==> config.mk <==
export PLATFORM = sky130hd
export DESIGN_NAME = vga_write_buffer
export DESIGN_NICKNAME = d
export VERILOG_FILES = /design/src/rtl/vga_pkg.sv /design/src/rtl/vga_write_buffer_fifo.sv /design/src/rtl/vga_write_buffer.sv
export SDC_FILE = /design/constraint.sdc
export NUM_CORES = 1
export LEC_CHECK = 0
export CAP_MARGIN = 20
export CORE_MARGIN = 3
export CORE_UTILIZATION = 57
export CTS_BUF_LIST = sky130_fd_sc_hd__clkbuf_4 sky130_fd_sc_hd__clkbuf_8
export CTS_CLUSTER_DIAMETER = 150
export DETAILED_ROUTE_END_ITERATION = 8
export PLACE_DENSITY = 0.79
export REMOVE_ABC_BUFFERS = 1
export SLEW_MARGIN = 20
export SYNTH_ARGS = -nofsm -noshare
export SYNTH_HDL_FRONTEND = slang
export SYNTH_SLANG_ARGS = --single-unit
==> constraint.sdc <==
create_clock -name clk -period 5.49 [get_ports clk]
set_input_delay 0.549 -clock clk [delete_from_list [all_inputs] [get_ports clk]]
set_output_delay 0.549 -clock clk [all_outputs]
set_load 0.01 [all_outputs]
==> src/rtl/vga_pkg.sv <==
// Shared constants and types for the VGA posted-write path: device code,
// store-size encodings, VRAM geometry and the serialiser state type.
package vga_pkg;

    localparam int VRAM_BYTES = 76800;
    localparam int VGA_ADDR_W = 17;

    localparam logic [2:0] DEVICE_ID_VGA = 3'd4;

    localparam logic [1:0] WS_WORD = 2'b00;
    localparam logic [1:0] WS_HALF = 2'b01;
    localparam logic [1:0] WS_BYTE = 2'b10;
    localparam logic [1:0] WS_NONE = 2'b11;

    // Queued entry layout, MSB first: {addr, data, size}
    localparam int VGA_ENTRY_W = VGA_ADDR_W + 32 + 2;

    typedef enum logic [0:0] {
        WB_IDLE  = 1'b0,
        WB_DRAIN = 1'b1
    } wb_state_t;

    // Index of the final byte lane for a given store size
    function automatic logic [1:0] last_byte_index(input logic [1:0] ws);
        case (ws)
            WS_WORD: return 2'd3;
            WS_HALF: return 2'd1;
            default: return 2'd0;
        endcase
    endfunction

endpackage

==> src/rtl/vga_write_buffer_fifo.sv <==
// Generic synchronous FIFO with a registered head-of-queue read; the head
// register is valid whenever the FIFO is not empty (first-word fall-through).
module sync_fifo #(
    parameter int DEPTH = 8,
    parameter int WIDTH = 8
) (
    input  logic                     clk,
    input  logic                     reset,
    input  logic                     push,
    input  logic [WIDTH-1:0]         push_data,
    input  logic                     pop,
    output logic [WIDTH-1:0]         pop_data,
    output logic                     full,
    output logic                     empty,
    output logic [$clog2(DEPTH):0]   count
);

    localparam int PTR_W = $clog2(DEPTH);

    logic [WIDTH-1:0] mem [DEPTH];
    logic [PTR_W-1:0] wr_ptr_reg;
    logic [PTR_W-1:0] rd_ptr_reg;
    logic [PTR_W-1:0] rd_ptr_next;
    logic [PTR_W:0]   count_reg;
    logic [WIDTH-1:0] head_reg;
    logic             push_ok;
    logic             pop_ok;

    assign full     = (count_reg == (PTR_W+1)'(DEPTH));
    assign empty    = (count_reg == '0);
    assign count    = count_reg;
    assign pop_data = head_reg;

    assign push_ok     = push && !full;
    assign pop_ok      = pop && !empty;
    assign rd_ptr_next = pop_ok ? rd_ptr_reg + PTR_W'(1) : rd_ptr_reg;

    always_ff @(posedge clk) begin
        if (push_ok) begin
            mem[wr_ptr_reg] <= push_data;
        end
    end

    // The head is re-read every cycle from the slot that will be at the front
    // next cycle; a push into that very slot is forwarded past the array.
    always_ff @(posedge clk) begin
        if (reset) begin
            head_reg <= '0;
        end else if (push_ok && (wr_ptr_reg == rd_ptr_next)) begin
            head_reg <= push_data;
        end else begin
            head_reg <= mem[rd_ptr_next];
        end
    end

    always_ff @(posedge clk) begin
        if (reset) begin
            wr_ptr_reg <= '0;
            rd_ptr_reg <= '0;
            count_reg  <= '0;
        end else begin
            rd_ptr_reg <= rd_ptr_next;
            if (push_ok) begin
                wr_ptr_reg <= wr_ptr_reg + PTR_W'(1);
            end
            case ({push_ok, pop_ok})
                2'b10:   count_reg <= count_reg + (PTR_W+1)'(1);
                2'b01:   count_reg <= count_reg - (PTR_W+1)'(1);
                default: count_reg <= count_reg;
            endcase
        end
    end

endmodule

==> src/rtl/vga_write_buffer.sv <==
// Posted-write buffer for the VGA video RAM: queues decoded CPU stores and
// replays each one as byte writes whenever the VRAM port is granted.
module vga_write_buffer
    import vga_pkg::*;
#(
    parameter int DEPTH      = 8,
    parameter int VRAM_BYTES = vga_pkg::VRAM_BYTES,
    parameter int ADDR_W     = vga_pkg::VGA_ADDR_W,
    parameter int DEVICE_ID  = int'(vga_pkg::DEVICE_ID_VGA)
) (
    input  logic              clk,
    input  logic              reset,
    input  logic [2:0]        data_device,
    input  logic [31:0]       data_addr,
    input  logic              write_enable,
    input  logic [1:0]        window_size,
    input  logic              access_fault,
    input  logic [31:0]       write_data,
    output logic              stall,
    input  logic              vram_grant,
    output logic              vram_we,
    output logic [ADDR_W-1:0] vram_addr,
    output logic [7:0]        vram_wdata,
    output logic              empty,
    output logic [7:0]        drop_count
);

    localparam int ENTRY_W = ADDR_W + 32 + 2;
    localparam int CNT_W   = $clog2(DEPTH) + 1;

    logic               req;
    logic               fifo_push;
    logic               fifo_pop;
    logic               fifo_full;
    logic               fifo_empty;
    logic [CNT_W-1:0]   fifo_count;
    logic [ENTRY_W-1:0] fifo_in;
    logic [ENTRY_W-1:0] fifo_head;

    logic [ADDR_W-1:0]  head_addr;
    logic [31:0]        head_data;
    logic [1:0]         head_size;

    wb_state_t          state_reg;
    logic [1:0]         idx_reg;
    logic [1:0]         last_idx_reg;
    logic [ADDR_W:0]    cur_addr_reg;
    logic [31:0]        cur_data_reg;
    logic [7:0]         drop_count_reg;

    logic               in_range;
    logic               advance;
    logic               at_last;
    logic               load;
    logic               unused_addr_bits;

    assign unused_addr_bits = ^data_addr[31:ADDR_W];

    // Request decode
    assign req = (data_device == 3'(DEVICE_ID)) && write_enable && (window_size != WS_NONE);

    // Full comes from the registered count only, so a slot freed this cycle
    // cannot be reused until the next one.
    assign fifo_push = req && !access_fault && !fifo_full;
    assign stall     = req && !access_fault && fifo_full;
    assign fifo_in   = {data_addr[ADDR_W-1:0], write_data, window_size};

    sync_fifo #(
        .DEPTH (DEPTH),
        .WIDTH (ENTRY_W)
    ) u_fifo (
        .clk       (clk),
        .reset     (reset),
        .push      (fifo_push),
        .push_data (fifo_in),
        .pop       (fifo_pop),
        .pop_data  (fifo_head),
        .full      (fifo_full),
        .empty     (fifo_empty),
        .count     (fifo_count)
    );

    assign head_addr = fifo_head[ENTRY_W-1 -: ADDR_W];
    assign head_data = fifo_head[33:2];
    assign head_size = fifo_head[1:0];

    // The address register carries one spare bit so addr+idx never wraps back
    // into the valid window.
    assign in_range = (cur_addr_reg < (ADDR_W+1)'(VRAM_BYTES));
    assign advance  = (state_reg == WB_DRAIN) && (vram_grant || !in_range);
    assign at_last  = (idx_reg == last_idx_reg);
    assign load     = !fifo_empty && ((state_reg == WB_IDLE) || (advance && at_last));
    assign fifo_pop = load;

    assign vram_we    = (state_reg == WB_DRAIN) && vram_grant && in_range;
    assign vram_addr  = cur_addr_reg[ADDR_W-1:0];
    assign vram_wdata = cur_data_reg[7:0];
    assign empty      = (fifo_count == '0) && (state_reg == WB_IDLE);
    assign drop_count = drop_count_reg;

    // Serialiser: the current byte sits in the low lane of cur_data_reg and
    // the data shifts down one lane as the address steps up.
    always_ff @(posedge clk) begin
        if (reset) begin
            state_reg    <= WB_IDLE;
            idx_reg      <= 2'd0;
            last_idx_reg <= 2'd0;
            cur_addr_reg <= '0;
            cur_data_reg <= '0;
        end else if (load) begin
            state_reg    <= WB_DRAIN;
            idx_reg      <= 2'd0;
            last_idx_reg <= last_byte_index(head_size);
            cur_addr_reg <= {1'b0, head_addr};
            cur_data_reg <= head_data;
        end else if (advance) begin
            if (at_last) begin
                state_reg <= WB_IDLE;
            end else begin
                idx_reg      <= idx_reg + 2'd1;
                cur_addr_reg <= cur_addr_reg + (ADDR_W+1)'(1);
                cur_data_reg <= {8'h00, cur_data_reg[31:8]};
            end
        end
    end

    always_ff @(posedge clk) begin
        if (reset) begin
            drop_count_reg <= 8'd0;
        end else if (req && access_fault && (drop_count_reg != 8'hFF)) begin
            drop_count_reg <= drop_count_reg + 8'd1;
        end
    end

endmodule

Yosys cells after proc, flatten, opt, wreduce, memory -nomap -nowiden. Memory sizes are Yosys's and may differ from the RTL's. A register that Yosys moved wholly into a read port is not among the register bits. Index checks and enable logic that the tools add are counted. Widths: inputs -> output; s select.

Multiplexer cells: 14. Equal/unequal tests: 9. $add $sub $neg: 7. Reduce and logical (&&, ||, !) cells: 30. Magnitude comparators: 1. Bitwise operators: 2.

Operators with widths (count): $mux 32 (3); $mux 17 (3); $add 18x1->18 const B (1); $lt 18x17->1 const B (1); $logic_and 1x1->1 (15); $add 8x1->8 const B (1); $ne 8x8->1 const B (1); $pmux 4 s2 (1); $add 3x1->3 const B (2); $reduce_and 2->1 (3); $reduce_bool 2->1 (3); $mux 1 (5); $add 4x1->4 const B (1); $eq 2x1->1 const B (2); $eq 4x4->1 const B (1); $logic_not 1->1 (4); $logic_not 4->1 (1); $pmux 2 s2 (1); $sub 4x1->4 const B (1); $eq 3x3->1 const B (1); $mux 3 (1); $add 2x1->2 const B (1); $eq 2x2->1 (1); $eq 2x2->1 const B (1); other kinds (6) (8).

Memories kept: 1. Register bits after elaboration: 73. RAM bits: 408.

Memory list: u_fifo.mem (words 8, width 51, read ports 1, clocked after memory_dff 1, wr ports 1, line vga_write_buffer_fifo.sv:20) `logic [WIDTH-1:0] mem [DEPTH];`.

Depth between registers and ports, before layout.
Depth in word-level cells: 10. Depth in mapped cells: 14. Depth with buffers taken out: 11.

Cells and area by module. A second synthesis with hierarchy kept.

Cells, all modules: 1523. Area total of the unflattened synthesis: 21670.8 sq um.

Modules (own cells, without submodules): sync_fifo (area an instance 18514.0 sq um, cells each 1150, instances 1); vga_write_buffer (area an instance 3156.8 sq um, cells each 373, instances 1).

Least setup slack after synthesis. No wires, ideal clock.

Kind: input -> register. From: input port data_device[1]. To: memory u_fifo.mem[0][0] (netlist name) (enable). Data arrival time: 5.010 ns. Stages: 5. Path slack: -0.042 ns. Path buffers: 0. Data required time: 4.968 ns. Cell sequence: nor4bb_1 > nand2_1 > nor3_2 > nand2b_1 > nor3_1.

Longest elaborated chain between the ends: 8.

Ends and longest elaborated chain: start: declaration (line vga_write_buffer.sv:13) `input logic [2:0] data_device,`; $eq 3x3->1 (line vga_write_buffer.sv:60) `assign req = (data_device == 3'(DEVICE_ID)) && write_enable && (window_size != WS_NONE);`; $logic_and 1x1->1 (2 in series) (line vga_write_buffer.sv:60); $logic_and 1x1->1 (2 in series) (line vga_write_buffer.sv:64) `assign fifo_push = req && !access_fault && !fifo_full;`; $logic_and 1x1->1 (line vga_write_buffer_fifo.sv:34) `assign push_ok = push && !full;`; $mux 1 (line vga_write_buffer_fifo.sv:39) `if (push_ok) begin`; $mux 1 (implied by the code) (line vga_write_buffer_fifo.sv:40) `mem[wr_ptr_reg] <= push_data;`; end: declaration (line vga_write_buffer_fifo.sv:20).

No other way between the ends.

Final worst setup path.
From: register u_fifo.rd_ptr_reg[0]. To: register u_fifo.head_reg[2], in the netlist u_fifo.pop_data[2] (read register of u_fifo.mem).

Longest elaborated chain between the ends: 2.

Ends and longest elaborated chain: start: declaration (line vga_write_buffer_fifo.sv:22) `logic [PTR_W-1:0] rd_ptr_reg;`; start signal: assignment (line vga_write_buffer_fifo.sv:62) `rd_ptr_reg <= rd_ptr_next;`; $add 3x1->3 (line vga_write_buffer_fifo.sv:36) `assign rd_ptr_next = pop_ok ? rd_ptr_reg + PTR_W'(1) : rd_ptr_reg;`; $mux 3 (*) (line vga_write_buffer_fifo.sv:36); end: declaration (line vga_write_buffer_fifo.sv:25) `logic [WIDTH-1:0] head_reg;`.

Every way passes the cells marked *; elsewhere a longest branch is shown, timed or not. A chain may end at the register's enable or synchronous reset.

==> qor.csv <==
stage,metric,value,unit
yosys,number of unique standard cell types used by synthesis,55,
yosys,Yosys warning total,0,
worst_setup_path,crit path max fanout,147,
placed_design,Placed Instances,2491,
yosys,biggest area contributors in the synthesized netlist,"sky130_fd_sc_hd__edfxtp_1 49%, sky130_fd_sc_hd__mux2i_1 20%, sky130_fd_sc_hd__dfxtp_1 9.9%",
routing,vias per inst,6.51,
hold_path,hold wc startpoint,reset,
cts,Max Buffers Root-to-Sink,3,
sta,achievable clock frequency,273,MHz
floorplan,DIE WIDTH,216,um
sta,Final Worst Setup Slack,1.83,ns
hold_path,count of cells along the worst hold path,2,
finish,Filler cells,3104,
floorplan,floorplan die area,0.0465,mm^2
power,Internal Pwr Total,8.58,mW
cts,buffers inserted during post-CTS setup optimization,0,
finish,nets@finish,2077,
sta,unrepaired setup endpoints after global routing,no,
hold_path,endpoint of the worst hold path,cur_data_reg[27],
routing,routed wire length per instance,23.5,um
hold_path,class of the tightest hold or removal check,in2reg,
cts,TritonCTS clock tree,done,
cts,source-to-sink clock delay at the later pin of the worst-skew pair,0.65,ns
finish,final instance count without filler cells,2655,
cts,Post-CTS Resized,0,
worst_setup_path,Setup Crit Path Kind,reg2reg,
routing,vias after detailed routing,17300,
cts,clock-pin slew reported for the worst setup and hold paths after clock tree synthesis,0.06,ns
power,power consumption,13.5,mW
worst_setup_path,required time reported for the critical path endpoint,6.04,ns
sta,number of hold-slack violations in the final timing report,0,
cts,clock net sink count,532,
worst_setup_path,critical path arrival,4.21,ns
yosys,Post-Syn Instances,1961,
finish,share of final-layout standard cells stronger than drive strength 1,10.2,%
power,switching power summed over all nets,4.91,mW
sta,Min Hold Slack,0.290,ns
worst_setup_path,sort of element at the start of the critical path,flip-flop,
worst_setup_path,Crit Reg-Reg Startpoint,u_fifo.rd_ptr_reg[0],
routing,number of design rule violations left after detail routing,0,
floorplan,number of top-level pins,110,
routing,sum of met2 wire segment lengths after detailed routing,30600,um
yosys,most used flip-flop cell after synthesis,sky130_fd_sc_hd__edfxtp_1,
worst_setup_path,end of the worst register-to-register path,u_fifo.pop_data[2],
sta,Worst Max-Slew Pin Slew,1.10,ns
routing,number of iterations in the first detailed-routing pass,6,
power,total power per unit cell area,479,mW/mm^2
cts,number of levels the H-tree was split into,3,
yosys,share of the yosys chip area belonging to registers,58.8,%
yosys,Post-Syn Area per Cell,12.8,um^2
sta,final critical delay including setup and external delays,3.66,ns
placed_design,dpl ws,1.57,ns
yosys,"EDFF count, synth",408,
finish,count of inserted antenna diode cells,0,
routing,count of nets left with antenna violations after detail routing,0,
sta,Max Transition Viols Final,0,
grt,total global-route track usage,26.1,%
finish,max reg flops,408,
sta,total setup violations reported at the end of the flow,0,
power,leakage power,9.21,nW
floorplan,effective utilization at floorplan,58.0,%
worst_setup_path,FF-to-FF path depth,7,
grt,pin count of the biggest net entering global routing,159,
yosys,post-synthesis register bit count,532,
routing,Top Metal Used,met5,
grt,vias in the first global route,17600,
run_status,status,"finished, final reports clean",
yosys,library cell occupying the most area in the post-synthesis netlist,sky130_fd_sc_hd__edfxtp_1,
sta,worst-case clock skew,0.0151,ns
cts,clock root buffer,sky130_fd_sc_hd__clkbuf_8,
routing,total length of routed met3 wires,5000,um
power,Clock Power Share,25.7,%
grt,total congestion overflow after global routing,0,
power,VDD IR-drop max,0.000541,V
power,share of total power in sequential cells,36.0,%
job,Max Cap Violations,0,
grt,wire length of the first global-routing pass,95500,um
power,switching share of total power,36.4,%
placed_design,routability cong.,0.773,
yosys,fraction of registers with async set/reset,0,%
worst_setup_path,slack of the worst reg-to-reg path,1.83,ns
floorplan,area of the core,0.0433,mm^2
finish,area taken by flip-flops and latches,0.0147,mm^2
worst_setup_path,kind of end point of the critical path,flip-flop,
power,part of the total power dissipated in combinational logic,38.3,%
floorplan,row cnt,76,
routing,DRT met1 WL,24700,um
finish,synthesis-to-layout area growth,12.4,%
cts,Inserted Clock Buffers,88,
routing,"wirelength, routed",62300,um
sta,headroom to the max-slew limit,26.7,%
yosys,share of the synthesized area in the top cell type,48.9,%
cts,hold_buf cts,0,
placed_design,dpl hpwl,31700,um
placed_design,count of buffers inserted at the top-level ports,94,
grt,number of antenna violations at the first check in global routing,1,
floorplan,die outline height,216,um
sta,crit share post-route,66.7,%
yosys,netlist area before placement,0.0251,mm^2
routing,number of design-rule violations left by the first detailed-router iteration,1805,
finish,footprint of the multi-input gates,0.00965,mm^2
[synthesized netlist by cell type, types with 4 or more instances]
cell type and count:
sky130_fd_sc_hd__a21oi_1 52, sky130_fd_sc_hd__a22oi_1 35, sky130_fd_sc_hd__a31oi_1 52, sky130_fd_sc_hd__a32oi_1 105, sky130_fd_sc_hd__and3_1 7, sky130_fd_sc_hd__buf_1 8, sky130_fd_sc_hd__buf_2 4, sky130_fd_sc_hd__buf_4 26
sky130_fd_sc_hd__buf_6 5, sky130_fd_sc_hd__clkbuf_1 137, sky130_fd_sc_hd__dfxtp_1 124, sky130_fd_sc_hd__edfxtp_1 408, sky130_fd_sc_hd__ha_1 7, sky130_fd_sc_hd__inv_1 9, sky130_fd_sc_hd__mux2i_1 510, sky130_fd_sc_hd__mux4_2 4
sky130_fd_sc_hd__nand2_1 248, sky130_fd_sc_hd__nand2b_1 6, sky130_fd_sc_hd__nand3_1 12, sky130_fd_sc_hd__nand4_1 7, sky130_fd_sc_hd__nor2_1 43, sky130_fd_sc_hd__nor2b_1 7, sky130_fd_sc_hd__nor3_1 17, sky130_fd_sc_hd__nor4_1 4
sky130_fd_sc_hd__o21ai_0 4, sky130_fd_sc_hd__o21ai_1 12, sky130_fd_sc_hd__o41ai_1 51, sky130_fd_sc_hd__xnor2_1 11, sky130_fd_sc_hd__xor2_1 8
[cell type report]
cell class / instances / area share, %
clock inverter: 38 / 0.808
multi-input combinational: 1238 / 34.2
timing repair buffer: 125 / 4.41
sequential: 532 / 52.3
tap: 585 / 2.60
inverter: 11 / 0.173
clock buffer: 126 / 5.53
[metal layers]
metal / vias to the layer above / global-route usage (%)
li1: 7668 / -
met1: 8513 / 32.9
met2: 922 / 44.8
met3: 185 / 4.91
met4: 2 / 10.5
met5: - / 0
[cells by family (layout without fill, tap and decap cells)]
logic type	count (synthesis)	in the layout	share of synthesized area [%]
simple gates	366	366	6.18
buf+inv	191	300	3.42
mux	514	514	20.7
fa+ha+maj	7	7	0.349
flops	532	532	58.8
xor+xnor	20	20	0.753
compound gates	331	331	9.82
[worst max-delay path, stage by stage, from the launching register on]
cell                      delay [ns]
sky130_fd_sc_hd__dfxtp_1        0.68
sky130_fd_sc_hd__ha_4           0.23
sky130_fd_sc_hd__buf_4          0.80
sky130_fd_sc_hd__buf_12         0.90
sky130_fd_sc_hd__mux4_2         0.42
sky130_fd_sc_hd__mux2i_1        0.14
sky130_fd_sc_hd__mux2i_1        0.10
sky130_fd_sc_hd__a31o_1         0.23
[worst max path at each step]
stage / depth (start not counted) / end / slack (ns) / startpoint
global route: 7 / u_fifo.pop_data[2] / 1.64 / u_fifo.rd_ptr_reg[0]
CTS: 7 / u_fifo.pop_data[2] / 1.83 / u_fifo.rd_ptr_reg[0]
global placement: 7 / u_fifo.mem[3][21] / 1.59 / data_device[2]
finish: 7 / u_fifo.pop_data[2] / 1.83 / u_fifo.rd_ptr_reg[0]
floorplan: 6 / u_fifo.pop_data[0] / -10.12 / u_fifo.rd_ptr_reg[1]
detailed placement: 7 / u_fifo.mem[6][29] / 1.57 / data_device[2]
[through the flow]
stage | utilization [%] | TNS (ns) | instance area [um^2]
after floorplan | - | -806.07 | 24300
after global placement | 61.0 | 0 | 26400
after detailed placement | 61.0 | 0 | 26400
after CTS | 65.2 | 0 | 28200
after global routing | 65.2 | 0 | 28200
final | 65.2 | 0 | 28200
[power by group through the flow]
stage	registers [mW]	clock network (mW)	logic (mW)
2_1_floorplan	4.95	0	4.07
3_5_place_dp	4.94	0	5.08
4_1_cts	4.86	3.52	5.09
3_3_place_gp	4.93	0	4.92
6_report	4.86	3.47	5.16
5_1_grt	4.89	3.73	5.46
[placed cells by master, fill, tap and decap left out, types with 12 or more instances in the layout]
cell type,n
sky130_fd_sc_hd__a32oi_1,105
sky130_fd_sc_hd__clkinv_1,17
sky130_fd_sc_hd__a22oi_1,35
sky130_fd_sc_hd__dfxtp_1,123
sky130_fd_sc_hd__o41ai_1,51
sky130_fd_sc_hd__edfxtp_1,408
sky130_fd_sc_hd__clkinv_2,16
sky130_fd_sc_hd__a31oi_1,52
sky130_fd_sc_hd__mux2i_1,506
sky130_fd_sc_hd__buf_4,25
sky130_fd_sc_hd__clkbuf_8,98
sky130_fd_sc_hd__nand2_1,247
sky130_fd_sc_hd__o21ai_1,12
sky130_fd_sc_hd__nor3_1,15
sky130_fd_sc_hd__clkbuf_4,28
sky130_fd_sc_hd__a21oi_1,52
sky130_fd_sc_hd__nor2_1,36
sky130_fd_sc_hd__clkdlybuf4s50_1,93
Note: power is estimated with default switching activity, not from simulation.
